===== src/rtl/print_output_fifo.sv =====
// First-word-fall-through print buffer between io_output_arbiter and chip_controller.
// Optional PRINT_FIFO_STATS_EN adds drop_count and peak_level statistics outputs.
module print_output_fifo #(
    parameter int DATA_W = 32,
    parameter int DEPTH  = 8,
    parameter int AF_LVL = 6
) (
    input  logic                     clk,
    input  logic                     rst,
    input  logic                     push_en,
    input  logic [DATA_W-1:0]        push_data,
    input  logic                     pop_ack,
    output logic [DATA_W-1:0]        head_data,
    output logic                     head_valid,
    output logic                     almost_full,
    output logic                     full,
    output logic                     overflow,
    input  logic                     clr_overflow,
    output logic [$clog2(DEPTH):0]   level
`ifdef PRINT_FIFO_STATS_EN
    ,
    output logic [15:0]              drop_count,
    output logic [$clog2(DEPTH):0]   peak_level
`endif
);

    localparam int PW = $clog2(DEPTH);
    localparam int LW = PW + 1;

    logic [DATA_W-1:0] mem [DEPTH];
    logic [PW-1:0]     wr_ptr;
    logic [PW-1:0]     rd_ptr;
    logic [LW-1:0]     level_next;
    logic              do_push;
    logic              do_pop;
    logic              drop;

    // A pop frees a slot in the same edge, so a full FIFO still accepts a push alongside it.
    assign do_pop  = pop_ack && head_valid;
    assign do_push = push_en && (!full || do_pop);
    assign drop    = push_en && full && !pop_ack;

    always_comb begin
        level_next = level;
        case ({do_push, do_pop})
            2'b10:   level_next = level + 1'b1;
            2'b01:   level_next = level - 1'b1;
            default: level_next = level;
        endcase
    end

    always_ff @(posedge clk) begin
        if (do_push) begin
            mem[wr_ptr] <= push_data;
        end
    end

    assign head_data = head_valid ? mem[rd_ptr] : '0;

    always_ff @(posedge clk or posedge rst) begin
        if (rst) begin
            wr_ptr      <= '0;
            rd_ptr      <= '0;
            level       <= '0;
            head_valid  <= 1'b0;
            full        <= 1'b0;
            almost_full <= 1'b0;
            overflow    <= 1'b0;
        end else begin
            if (do_push) wr_ptr <= wr_ptr + 1'b1;
            if (do_pop)  rd_ptr <= rd_ptr + 1'b1;
            level       <= level_next;
            head_valid  <= (level_next != '0);
            full        <= (level_next == LW'(DEPTH));
            almost_full <= (level_next >= LW'(AF_LVL));
            if (drop) begin
                overflow <= 1'b1;
            end else if (clr_overflow) begin
                overflow <= 1'b0;
            end
        end
    end

`ifdef PRINT_FIFO_STATS_EN
    // A clear coinciding with a drop or level change restarts from that event, not from zero.
    always_ff @(posedge clk or posedge rst) begin
        if (rst) begin
            drop_count <= '0;
            peak_level <= '0;
        end else begin
            if (clr_overflow) begin
                drop_count <= drop ? 16'd1 : 16'd0;
                peak_level <= level_next;
            end else begin
                if (drop && drop_count != 16'hFFFF) drop_count <= drop_count + 1'b1;
                if (level_next > peak_level)        peak_level <= level_next;
            end
        end
    end
`endif

endmodule


===== config.mk =====
export PLATFORM = sky130hd
export DESIGN_NAME = print_output_fifo
export DESIGN_NICKNAME = d
export VERILOG_FILES = /design/src/rtl/print_output_fifo.sv
export SDC_FILE = /design/constraint.sdc
export NUM_CORES = 1
export LEC_CHECK = 0
export ABC_AREA = 1
export BUFFER_PORTS_ARGS = -buffer_cell sky130_fd_sc_hd__buf_2
export CORE_ASPECT_RATIO = 0.7
export CORE_UTILIZATION = 50
export CTS_CLUSTER_SIZE = 24
export DETAILED_ROUTE_END_ITERATION = 10
export HOLD_SLACK_MARGIN = 0.1
export PLACE_DENSITY = 0.8
export SETUP_SLACK_MARGIN = 0.2
export SLEW_MARGIN = 5
export SYNTH_ARGS = -nofsm -noshare
export SYNTH_HDL_FRONTEND = slang
export SYNTH_SLANG_ARGS = --single-unit

===== constraint.sdc =====
create_clock -name clk -period 5.3 [get_ports clk]
set_input_delay 1.06 -clock clk [delete_from_list [all_inputs] [get_ports clk]]
set_output_delay 1.06 -clock clk [all_outputs]
set_load 0.02 [all_outputs]

==> results.md, run 1 <==
- Status: finished, final reports clean
- First-pass GRT wire length: 35.7 mm
- Layout cells sized above 1: 0.134
- Flop pwr share: 0.395
- Fin Hold WS: 0.531 ns
- Overall Power: 7.24 mW
- Core area: 0.0210 sq mm
- CTS tree: built
- Most frequent cells in the layout: nor2_1 (261), edfxtp_1 (256), o21ai_0 (157), buf_2 (76), o21ai_1 (71)
- Cell area after synthesis: 0.0108 sq mm
- WP data arrival: 3.35 ns
- Max-Cap Viols: 0
- Final HPWL DP: 12.4 mm
- Die W: 178 microns
- CP Capture Type: output port
- I/O pin total: 77
- Sw frac: 0.394
- Util after Layout: 0.580
- FF+latch count, synth: 270
- Combinational power share: 0.372
- Commonest non-fill, non-tap cell in the layout: nor2_1
- Met2 WL: 10.6 mm
- Largest net degree at the start of global routing: 102
- Synthesized area per cell: 12.2 sq um
- Fin nets: 988
- Placed cell count: 1,195
- Pins over their slew limit: 0
- Clk pwr share: 0.233
- CTS clk-pin slew, worst paths: 0.07 ns
- Routed via count: 6,859
- Worst-Margin Slew: 1.21 ns
- Total number of yosys warnings: 0
- Final setup fails: 0
- Post-route ant nets: 0
- Clock Skews: 0.0185 ns
- Die area: 0.0223 sq mm
- Mapped Nets: 927
- Grt ovf: 0
- Maximum clock frequency: 227 MHz
- Iter 0 DRT Violations: 662
- Post-CTS Resized: 0
- IO buf count: 76
- # DRC: 0
- Die height: 125 microns
- Fin crit share: 0.833
- P_leak: 4.21 nW
- Net Switching: 2.85 mW
- Hold_buf cts: 0
- Hold WC Path Type: flop to flop
- First-pass detailed-route iteration total: 5
- CP Data Required Time: 4.24 ns
- Area of the multi-input gates: 0.00248 sq mm
- RSZ-0062 raised after global routing: false
- Initial Utilization: 0.516
- Clock buffer depth: 3
- Max FO, Critical Path: 85
- Via/cell ratio: 5.52
- Fin. Hold Viols: 0
- Sum of negative setup slack: 0 ns
- Setup Fix Bufs, Post-CTS: 0
- Vias in the first global route: 6,536
- Highest routed metal layer: met4
- Synth Instances: 885
- Initial antenna violation count: 1
- WL final: 23.0 mm
- Worst-Skew Late Latency: 0.54 ns
- Pint: 4.39 mW
- Root buf cell: clkbuf_16
- Synth-to-layout area growth: 12.3%
- Row cnt: 44
- Register area: 0.00805 sq mm
- Routed len/inst: 18.5 microns
- Routed length on met3: 1.51 mm
- Max-slew headroom: 0.191
- Clock sinks: 270
- VDD IR max: 0.499 mV
- Gpl congestion: 0.788
- Metal-1 WL: 10.5 mm
- Minimum clock period: 4.41 ns
- Kind of critical path: flop to output port
- GRT Util Overall: 0.207
- Power per Cell Area: 595 mW/mm^2
- Post-synthesis sequential area ratio: 0.742
- Num CTS Buffers: 25
- Yosys cell types: 22
- Non-filler cells, final: 1,243
- CTS H-tree lvls: 1
- # fillers: 1,665
- CP Launch Type: flop
## worst paths after layout
| check | start | endpoint | slack (ns) | cells past startpoint |
|---|---|---|---|---|
| max | rd_ptr[0]$_DFFE_PP0P_ | head_data[24] | 0.89 | 7 |
| min | overflow$_DFFE_PP0P_ | overflow$_DFFE_PP0P_ | 0.53 | 2 |
| max reg2reg | head_valid$_DFF_PP0_ | mem[6][27]$_DFFE_PP_ | 2.77 | 6 |
| min reg2reg | overflow$_DFFE_PP0P_ | overflow$_DFFE_PP0P_ | 0.53 | 2 |
| max in group asynchronous | rst | rd_ptr[1]$_DFFE_PP0P_ | 4.30 | 2 |
| min in group asynchronous | rst | full$_DFF_PP0_ | 0.57 | 2 |
## worst max-delay path, cell delays in order, from the launching register on
cell,delay [ns]
dfrtp_4,0.63
clkinv_2,0.93
buf_12,0.53
o21ai_0,0.16
o21ai_0,0.11
o21ai_0,0.19
nor2_1,0.08
buf_2,0.16
## state kept, by name, summed over array words and instances (netlist names)
signal,count
level,4
almost_full,1
full,1
rd_ptr,3
mem,256
head_valid,1
overflow,1
wr_ptr,3
## power by group through the flow
stage	clock network (mW)	logic, mW	registers (mW)
after floorplan	0	1.97	2.80
after global routing	1.79	2.98	2.89
after global placement	0	2.62	2.89
after CTS	1.71	2.70	2.86
after detailed placement	0	2.68	2.90
final	1.69	2.69	2.86
## logic make-up (layout without fill, tap and decap cells)
group / Yosys count / count (layout) / synth area share
AO/OA/AOI/OAI: 230 / 230 / 0.107
XOR/XNOR: 5 / 5 / 0.00404
adder cells (fa/ha/maj): 5 / 5 / 0.00578
buffers and inverters: 68 / 148 / 0.0339
flip-flops: 270 / 270 / 0.742
other: 0 / 2 / 0
AND/OR/NAND/NOR: 307 / 307 / 0.107
## metrics by stage
| step | instance area [sq um] | setup WS (ns) |
|---|---|---|
| 2_1_floorplan | 10800 | 1.86 |
| 3_3_place_gp | 11400 | 1.53 |
| 3_5_place_dp | 11400 | 1.44 |
| 4_1_cts | 12200 | 0.872 |
| 5_1_grt | 12200 | 0.639 |
| 6_report | 12200 | 0.887 |
## cell usage after synthesis
cell,count,area [sq um]
buf_12,1,20.0
buf_2,13,65.1
buf_4,7,52.6
buf_6,3,33.8
buf_8,2,30.0
clkbuf_1,20,75.1
clkbuf_2,6,30.0
dfrtp_1,14,350
edfxtp_1,256,7690
ha_1,5,62.6
inv_1,15,56.3
inv_2,1,3.75
nand2_1,31,116
nand3_1,5,25.0
nor2_1,269,1010
o211ai_1,1,7.51
o21ai_0,157,786
o21ai_1,71,355
o22ai_1,1,6.26
or2_2,2,12.5
xnor2_1,2,17.5
xor2_1,3,26.3
## layer usage
layer	track usage	vias up
li1	-	3254
met1	0.307	3340
met2	0.325	238
met3	0.0313	27
met4	0.0432	0
met5	0	-
## layout make-up
class | count | area share
Timing Repair Buffer | 86 | 0.0385
Antenna cell | 2 | 0.000411
Clock inverter | 12 | 0.00772
Tap cell | 276 | 0.0284
Sequential cell | 270 | 0.661
Clock buffer | 34 | 0.0542
Multi-Input combinational cell | 547 | 0.204
Inverter | 16 | 0.00504
Power figures use the tool's default switching activity.
==> run 2, diff against run 1 <==
- clock period: 5.3 -> 4.3 ns (I/O delays scaled with it)
==> results.md, run 2 (same netlist as run 1, synthesis figures left out) <==
- Maximum clock frequency: 265 MHz
- WL final: 22.2 mm
- First-pass detailed-route iteration total: 5
- Placed cell count: 1,203
- CP max stage cell: buf_4
- Power per Cell Area: 732 mW/mm^2
- GRT Util Overall: 0.205
- Bufs and invs on worst path: 2
- Synth-to-layout area growth: 13.4%
- Clock buffer depth: 3
- CTS tree: built
- IO buf count: 76
- Grt met1 use: 0.298
- Grt ovf: 0
- Die area: 0.0223 sq mm
- Die height: 125 microns
- Fin nets: 996
- Num CTS Buffers: 25
- Kind of critical path: flop to output port
- CP Launch Type: flop
- # fillers: 1,580
- First-pass GRT wire length: 35.3 mm
- Routed via count: 6,771
- Clock Skews: 0.0110 ns
- WP data arrival: 2.92 ns
- Gpl congestion: 0.781
- Die W: 178 microns
- Final setup fails: 0
- I/O pin total: 77
- Worst path cell trace: buf_4 -> nor2_1 -> nor2_1 -> o21ai_0 -> o21ai_0 -> o21ai_0 -> nor2_1 -> buf_2
- Post-route ant nets: 0
- P_leak: 4.29 nW
- Max-Cap Viols: 0
- VDD IR max: 0.507 mV
- Met3 layer usage reported by global route: 0.0271
- Pins over their slew limit: 0
- Top Registers: mem x256, level x4
- Hold WC Path Type: input pin to asynchronous set/reset pin
- Clock sinks: 270
- Ant. Diodes: 0
- Final HPWL DP: 12.5 mm
- Worst-Skew Late Latency: 0.52 ns
- CP Data Required Time: 3.44 ns
- Initial antenna violation count: 0
- # DRC: 0
- CTS clk-pin slew, worst paths: 0.07 ns
- Most frequent cells in the layout: nor2_1 (261), edfxtp_1 (256), o21ai_0 (157), buf_2 (76), o21ai_1 (71)
- Max FFs per register: 256
- Non-filler cells, final: 1,247
- CP Capture Type: output port
- Layout cells sized above 1: 0.145
- Biggest register: mem
- Overall Power: 8.99 mW
- Commonest non-fill, non-tap cell in the layout: nor2_1
- Iter 0 DRT Violations: 828
- Fin crit share: 0.878
- Vias in the first global route: 6,532
- Minimum clock period: 3.78 ns
- Core area: 0.0210 sq mm
- Status: finished, final reports clean
- Max-slew headroom: 0.334
- Met2 Use GR: 0.324
- RSZ-0062 raised after global routing: false
- Global routing's busiest layer: met2
- Via/cell ratio: 5.43
- Root buf cell: clkbuf_16
- Worst-Margin Slew: 0.997 ns
- CTS H-tree lvls: 1
- Row cnt: 44
- Crit path depth: 8
- Sum of negative setup slack: 0 ns
- CP delay by family, top: buffers and inverters
- Routed len/inst: 17.8 microns
- Max FO, Critical Path: 87
- Largest net degree at the start of global routing: 88
- Slowest stage delay, CP: 0.75 ns
- R2R cell count: 6
- Initial Utilization: 0.516
- Fin. Hold Viols: 0
run 2: changes by cell type in the layout (fill, tap and decap cells not counted), moves of 2 or more:
cell | previous run | this run
clkbuf_1 | 9 | 1
clkinv_4 | 0 | 2
clkinv_1 | 7 | 9
buf_4 | 9 | 16
diode_2 | 2 | 0
bufinv_16 | 1 | 3
run 2: repair_timing:
action	4_1_cts	5_1_grt
endpoints found under the setup margin	0	2
resized for setup	0	1
hold endpoints to repair	0	0
hold buffers	0	0
setup buffers	0	0
run 2: path summary, 6_finish.rpt:
kind / startpoint / slack, ns / end
max in group asynchronous: rst / 3.53 / rd_ptr[1]$_DFFE_PP0P_
setup / recovery: rd_ptr[0]$_DFFE_PP0P_ / 0.52 / head_data[24]
hold reg to reg: overflow$_DFFE_PP0P_ / 0.53 / overflow$_DFFE_PP0P_
hold / removal: rst / 0.37 / wr_ptr[1]$_DFFE_PP0P_
min in group clk: clr_overflow / 0.52 / overflow$_DFFE_PP0P_
setup reg to reg: head_valid$_DFF_PP0_ / 1.93 / mem[0][20]$_DFFE_PP_
run 2: through the flow:
stage                      util  worst slack (ns)  instance area, sq um  hold WS, ns
final                     0.585             0.524                 12300        0.370
after global routing      0.585             0.277                 12300        0.419
after CTS                 0.585             0.391                 12300        0.373
after detailed placement  0.547             0.956                 11500        0.523
after global placement    0.547              1.05                 11500        0.516
after floorplan               -              1.06                 10800        0.493
run 2: routing by layer:
layer / up-vias / share of wire / wire length [microns]
met5: - / 0 / 0
met4: 0 / 0.022 / 493
met2: 248 / 0.47 / 10400
li1: 3256 / - / -
met3: 37 / 0.065 / 1450
met1: 3230 / 0.44 / 9820
run 2: power breakdown:
part / leakage (nW) / internal [mW] / switching (mW)
combinational: 1.41 / 1.01 / 2.30
clock: 0.392 / 1.24 / 0.923
sequential: 2.49 / 3.27 / 0.253
total: 4.29 / 5.52 / 3.47
run 2: final cells by class:
cell class,count,area [sq um],share of cell area
Clock buffer,26,629,0.0513
Tap cell,276,345,0.0281
Inverter,16,62.6,0.00509
Sequential cell,270,8050,0.655
Timing Repair Buffer,94,541,0.0440
Clock inverter,18,171,0.0140
Multi-Input combinational cell,547,2480,0.202
